<file path="config.mk">
export PLATFORM = sky130hd
export DESIGN_NAME = reset_sequencer
export DESIGN_NICKNAME = d
export VERILOG_FILES = /design/src/rtl/reset_sequencer.sv
export SDC_FILE = /design/constraint.sdc
export NUM_CORES = 1
export LEC_CHECK = 0
export CAP_MARGIN = 20
export CORE_UTILIZATION = 35
export DETAILED_ROUTE_END_ITERATION = 10
export SLEW_MARGIN = 0
export SYNTH_ARGS = -nofsm -noshare
export SYNTH_HDL_FRONTEND = slang
export SYNTH_SLANG_ARGS = --single-unit
</file>
<file path="constraint.sdc">
create_clock -name i_clk -period 5.75 [get_ports i_clk]
set_input_delay 1.15 -clock i_clk [delete_from_list [all_inputs] [get_ports i_clk]]
set_output_delay 1.15 -clock i_clk [all_outputs]
set_load 0.005 [all_outputs]
</file>
<file path="src/rtl/reset_sequencer.sv">
// reset_sequencer: merges board reset, lock loss and reset request, then releases stage resets in order
`timescale 1ns/100ps
module reset_sequencer #(
    parameter int HOLD_CYCLES = 16,
    parameter int STAGE_GAP   = 4,
    parameter int STAGES      = 3
) (
    input  logic              i_clk,
    input  logic              i_rst,
    input  logic              i_lock,
    input  logic              i_req,
    output logic [STAGES-1:0] o_rst_stage,
    output logic              o_done
);
    localparam int MAXC = HOLD_CYCLES > STAGE_GAP ? HOLD_CYCLES : STAGE_GAP;
    localparam int CW   = $clog2(MAXC) + 1;
    localparam int IW   = STAGES > 1 ? $clog2(STAGES) : 1;
    localparam logic [CW-1:0] HOLD_LAST = CW'(HOLD_CYCLES - 1);
    localparam logic [CW-1:0] GAP_LAST  = CW'(STAGE_GAP - 1);
    localparam logic [IW-1:0] IDX_LAST  = IW'(STAGES - 1);
    typedef enum logic [1:0] {S_HOLD, S_STRETCH, S_RELEASE, S_RUN} state_t;
    state_t            state, state_n;
    logic [CW-1:0]     cnt, cnt_n;
    logic [IW-1:0]     idx, idx_n;
    logic [STAGES-1:0] stage_n;
    logic              done_n;
    logic              lock_meta, lock_s, req_meta, req_s;
    logic              cause;
    assign cause = req_s | ~lock_s;
    always_ff @(posedge i_clk or posedge i_rst) begin
        if (i_rst) begin
            lock_meta   <= 1'b0;
            lock_s      <= 1'b0;
            req_meta    <= 1'b0;
            req_s       <= 1'b0;
            state       <= S_HOLD;
            cnt         <= '0;
            idx         <= '0;
            o_rst_stage <= '1;
            o_done      <= 1'b0;
        end else begin
            lock_meta   <= i_lock;
            lock_s      <= lock_meta;
            req_meta    <= i_req;
            req_s       <= req_meta;
            state       <= state_n;
            cnt         <= cnt_n;
            idx         <= idx_n;
            o_rst_stage <= stage_n;
            o_done      <= done_n;
        end
    end
    // stages release lowest-first, so clearing the next one is a left shift with zero fill
    always_comb begin
        state_n = state;
        cnt_n   = cnt;
        idx_n   = idx;
        stage_n = o_rst_stage;
        done_n  = o_done;
        case (state)
            S_HOLD: begin
                stage_n = '1;
                done_n  = 1'b0;
                cnt_n   = '0;
                if (!cause) state_n = S_STRETCH;
            end
            S_STRETCH: begin
                if (cause) begin
                    state_n = S_HOLD;
                    cnt_n   = '0;
                end else if (cnt == HOLD_LAST) begin
                    state_n = S_RELEASE;
                    cnt_n   = '0;
                    idx_n   = '0;
                end else cnt_n = cnt + 1'b1;
            end
            S_RELEASE: begin
                if (cause) begin
                    state_n = S_HOLD;
                    stage_n = '1;
                    done_n  = 1'b0;
                    cnt_n   = '0;
                end else if (cnt == GAP_LAST) begin
                    stage_n = o_rst_stage << 1;
                    cnt_n   = '0;
                    idx_n   = idx + 1'b1;
                    if (idx == IDX_LAST) begin
                        state_n = S_RUN;
                        done_n  = 1'b1;
                    end
                end else cnt_n = cnt + 1'b1;
            end
            default: begin
                if (cause) begin
                    state_n = S_HOLD;
                    stage_n = '1;
                    done_n  = 1'b0;
                    cnt_n   = '0;
                end
            end
        endcase
    end
endmodule

</file>
## Yosys cells after proc, flatten, opt, wreduce, memory -nomap -nowiden

Cells that the tools add are included.

- Reductions and logical operators: 8
- Eq/ne operators: 13
- Bitwise operators: 3
- Muxes and demuxes: 28
- $add $sub $neg: 2

Operators with widths:

| kind | number |
|---|---|
| 5-bit 2-to-1 mux | 5 |
| 2-bit 2-to-1 mux | 11 |
| 5-bit one-hot mux with 3 select lines | 1 |
| 2-bit != test (second input constant) | 5 |
| 5-bit AND reduction | 2 |
| 3-bit 2-to-1 mux | 3 |
| 3-bit != test (second input constant) | 3 |
| 3-bit one-hot mux with 3 select lines | 1 |
| 2-bit one-hot mux with 3 select lines | 1 |
| 5-bit by 1-bit adder with 5-bit output (second input constant) | 1 |
| 5-bit by 2-bit == test with 1-bit output (second input constant) | 1 |
| 5-bit by 4-bit == test with 1-bit output (second input constant) | 1 |
| 2-bit == test (second input constant) | 2 |
| 1-bit 2-to-1 mux | 4 |
| 2-bit one-hot mux with 2 select lines | 1 |
| 4-bit AND reduction | 1 |
| 4-bit nonzero test | 1 |
| 1-bit one-hot mux with 3 select lines | 1 |
| 3-bit AND reduction | 1 |
| 3-bit nonzero test | 1 |
| 2-bit by 1-bit adder with 2-bit output (second input constant) | 1 |
| 2-bit by 1-bit == test with 1-bit output (second input constant) | 1 |
| 2-bit logical NOT | 1 |
| 1-bit inverter | 2 |
| other kinds (2) | 2 |

- Input port bits: 4
- Register bits after elaboration: 17
- Output and inout bits: 4
- Logic and storage cells: 63

## Depth between registers and ports, before layout

- Depth in word-level cells: 5
- Depth in mapped cells: 8
- Depth with buffers taken out: 8

## Worst setup path after synthesis

No wires, ideal clock.

- Kind: register to register
- Start: register cnt[0]
- End: register cnt[2]
- Clock period less this slack: 1.857 ns
- Slack: 3.893 ns
- Required time: 5.687 ns
- Library setup time: 0.063 ns
- Arrival time: 1.795 ns
- Buffers on the path: 0
- Stages on the path, launching flop included: 9
- Cells stage by stage: dfrtp_1 > ha_1 > nand3_1 > inv_1 > ha_1 > nand2b_1 > o32a_2 > nor4b_1 > a21o_2

- Longest elaborated chain between the ends: 4
- Elaborated cells between the ends (all ways): 8
- Classes of those cells: add/sub (1); eq/ne (2); mux (5)

RTL lines:

| what | RTL line | text |
|---|---|---|
| start: declaration | 23 | `logic [CW-1:0] cnt, cnt_n;` |
| start signal: assignment | 47 | `cnt <= cnt_n;` |
| 5-bit by 1-bit adder with 5-bit output, or another cell as far along | 75, 91 |  |
| 5-bit 2-to-1 mux, on equally long branches | 83, 71 |  |
| 5-bit 2-to-1 mux, on equally long branches | 78, 68 |  |
| 5-bit one-hot mux with 3 select lines * | 60 | `case (state)` |

Mark *: on every way between the ends. The rest lies on a longest branch, timed or not.
A chain may end at the register's enable or synchronous reset.

## Final worst setup path

- Start: register o_rst_stage[0]
- End: output o_rst_stage[0]

RTL lines:

| what | RTL line | text |
|---|---|---|
| start: declaration | 12 | `output logic [STAGES-1:0] o_rst_stage,` |
| start signal: assignment | 49 | `o_rst_stage <= stage_n;` |

No word-level cell between the ends.

==> flow_summary.yaml <==
outcome:
  run_status: "finished clean"
timing:
  slew_headroom_pct: 54.9
  slew_violations: 0
  max_freq_mhz: 397
  fin_worst_skew_ns: 0.00365
  period_minus_slack_ns: 2.52
  period_share_pct: 43.8
  setup-tns-final_ns: 0
  grt_setup_unrepaired: "false"
  tightest_slew_ns: 0.675
  hold_violations: 0
  setup_viol: 0
logic_synthesis:
  synthAdderAreaFrac_pct: 10.3
  synthSimpleGateAreaFrac_pct: 18.1
  synth_largest_area_cell: "dfrtp_1"
  synth_top_family_by_area: "compound AO/OA/AOI/OAI gates"
  synth_edf_count: 0
  synth_cell_types: 39
  dominantRegCellSynth: "dfrtp_1"
  synth_mux_area_share_pct: 3.34
  synth_area_sq_um: 973
  synth_compound_area_share_pct: 18.8
  synth_nets: 102
  yosysWarnings: 0
  synthTopCellsByArea: "dfrtp_1 (36%), ha_1 (10%), dfstp_2 (8.1%)"
  synth-xor-area-share_pct: 0.900
  ys_ff_latch: 17
  synthArstFlopShare_pct: 100
  synth_top_area_share_pct: 36.0
  seq_area_frac_synth_pct: 44.1
  syn_area_per_cell_sq_um: 10.8
  syn_inst: 90
pwr:
  clkPwrFrac_pct: 21.2
  power_frac_comb_pct: 35.4
  p_sw_w: 0.000118
  p_leak_nw: 0.473
  powerDensity_mw_per_mm2: 283
  p_sw_share_pct: 37.9
  ir_drop_mv: 0.206
  seq_power_share_pct: 43.4
  p_int_w: 0.000193
  power_w: 0.000311
setup_path:
  cp_slowest_cell: "dfstp_2"
  worstSetupStartpoint: "o_rst_stage[0]"
  reg2reg_slack_ns: 3.69
  critical_path.cell_chain: "clkdlybuf4s50_1"
  crit_buf_inv: 1
  critPathKind: "reg2out"
  worstReg2RegEnd: "cnt[2]"
  cp.required_ns: 4.60
  crit_fanout: 5
  cp.depth: 1
  start_kind: "register"
  cp-endpoint: "o_rst_stage[0]"
  worst-r2r-cell-count: 8
  worstReg2RegStart: "cnt[0]"
  max_stage_delay_ns: 0.58
  critPathTopFamily: "flip-flops"
  critPathCaptureType: "primary output"
  arrival_ns: 1.37
clock_tree:
  cts_tree: "built"
  cts_max_level: 1
  cts_made_buffers: 3
  cts_buffer_depth: 2
  cts_root_buf: "clkbuf_4"
  cts_sinks: 17
  hold_buffers: 0
  post_cts_buffers: 0
  cts-resized-gates: 0
  path_clk_slew_ns: 0.10
  insertion_delay_ns: 0.29
global_route:
  grt_use_met2_pct: 22.5
  grt_max_degree: 18
  overflow: 0
  grt_pass1_wl_um: 3050
  busiest_layer: "met2"
  first_global_vias: 665
  grtUsageTotal_pct: 14.8
  grt.met1_usage_pct: 19.3
  met3_usage_pct: 5.83
  antenna_found_initial: 0
drt:
  ant_nets: 0
  num_vias: 692
  drc: 0
  wire_per_inst_um: 13.9
  routed_via_density: 5.36
  finalWirelength_um: 1800
  first_iter_violations: 13
  drtPass1Iterations: 4
floorplan:
  io_pins: 8
  start_util_pct: 38.2
  die_area_sq_mm: 0.00300
  fp.dieW_um: 54.7
  fp-row-count: 18
  die_h_um: 54.7
  core_area_sq_mm: 0.00254
min_path:
  hp-class: "reg2reg"
  min_delay_path_depth: 0
layout:
  num-nets-final: 112
  drive_gt1_share_pct: 16.2
  fill_cells: 252
  area_delta_synth_final_pct: 12.9
  diodes: 0
place:
  dp_hpwl_um: 1280
  port_buffers: 7
  gp_congestion: 0.716
flow_run:
  cap_violations: 0
-- metal layers --
metal / vias up / share of wire (%)
met1: 330 / 50
met3: 0 / 3.7
li1: 344 / -
met5: - / 0
met2: 18 / 47
met4: 0 / 0
-- synthesized netlist by cell type, drive strengths merged (2+ instances only) --
library cell / number
mux2: 2
a22o: 2
nand2b: 2
inv: 9
ha: 8
nand2: 8
dfstp: 3
o2bb2ai: 2
o21bai: 2
a21o: 2
o21ai: 7
nand3: 3
nor4b: 2
a21oi: 3
dfrtp: 14
or3: 2
buf: 2
-- power groups by stage --
| stage | clock network [W] | logic [W] | registers, W |
|---|---|---|---|
| after detailed placement | 0 | 0.000111 | 0.000137 |
| after global routing | 0.0000747 | 0.000125 | 0.000136 |
| after CTS | 0.0000686 | 0.000111 | 0.000135 |
| after floorplan | 0 | 0.0000863 | 0.000135 |
| after global placement | 0 | 0.000108 | 0.000137 |
| final | 0.0000659 | 0.000110 | 0.000135 |
-- logic make-up (layout without fill, tap and decap cells) --
family	Yosys count	count (layout)
flip-flops	17	17
AO/OA/AOI/OAI	25	25
multiplexers	3	3
buffers and inverters	11	20
AND/OR/NAND/NOR	25	25
adder cells (fa/ha/maj)	8	8
XOR/XNOR	1	1
-- sequential cells by signal, summed over array words and instances (netlist names) --
signal	count
cnt	5
idx	2
o_rst_stage	3
state	2
req_meta	1
req_s	1
o_done	1
lock_s	1
lock_meta	1
-- cell usage in the layout, fill, tap and decap left out, types with 2 or more instances in the layout --
cell type        netlist  routed
a21oi_1                2       2
a22o_1                 2       2
clkbuf_4               0       3
clkdlybuf4s50_1        0       7
dfrtp_1               14      14
dfstp_2                3       3
ha_1                   8       8
inv_1                  9       9
mux2_2                 2       2
nand2_1                8       8
nand3_1                3       3
o21ai_0                5       5
o21ai_1                2       2
o21bai_1               2       2
o2bb2ai_1              2       2
or3_1                  2       2
-- layout make-up --
| cell class | instances | area, sq um | share of cell area (%) |
|---|---|---|---|
| clock buffers | 3 | 22.5 | 2.05 |
| clock inverters | 1 | 5.00 | 0.456 |
| inverters | 9 | 33.8 | 3.08 |
| multi-input cells | 62 | 500 | 45.6 |
| flip-flops and latches | 17 | 429 | 39.1 |
| well taps | 30 | 37.5 | 3.42 |
| repair buffers | 7 | 70.1 | 6.38 |
-- stage by stage --
step	std cells	hold slack (ns)	area [sq um]	utilization, %	worst slack [ns]
after floorplan	90	0.331	973	-	3.89
after global placement	125	0.333	1070	42.1	3.57
after detailed placement	125	0.339	1070	42.1	3.56
after CTS	129	0.365	1100	43.2	3.22
after global routing	129	0.377	1100	43.2	3.17
final	129	0.360	1100	43.2	3.23
-- how the worst min path moves through the flow --
stage | start | endpoint
floorplan | lock_meta | lock_s
global placement | lock_meta | lock_s
detailed placement | req_meta | req_s
CTS | req_meta | req_s
global route | lock_meta | lock_s
finish | req_meta | req_s
Power figures use the tool's default switching activity.
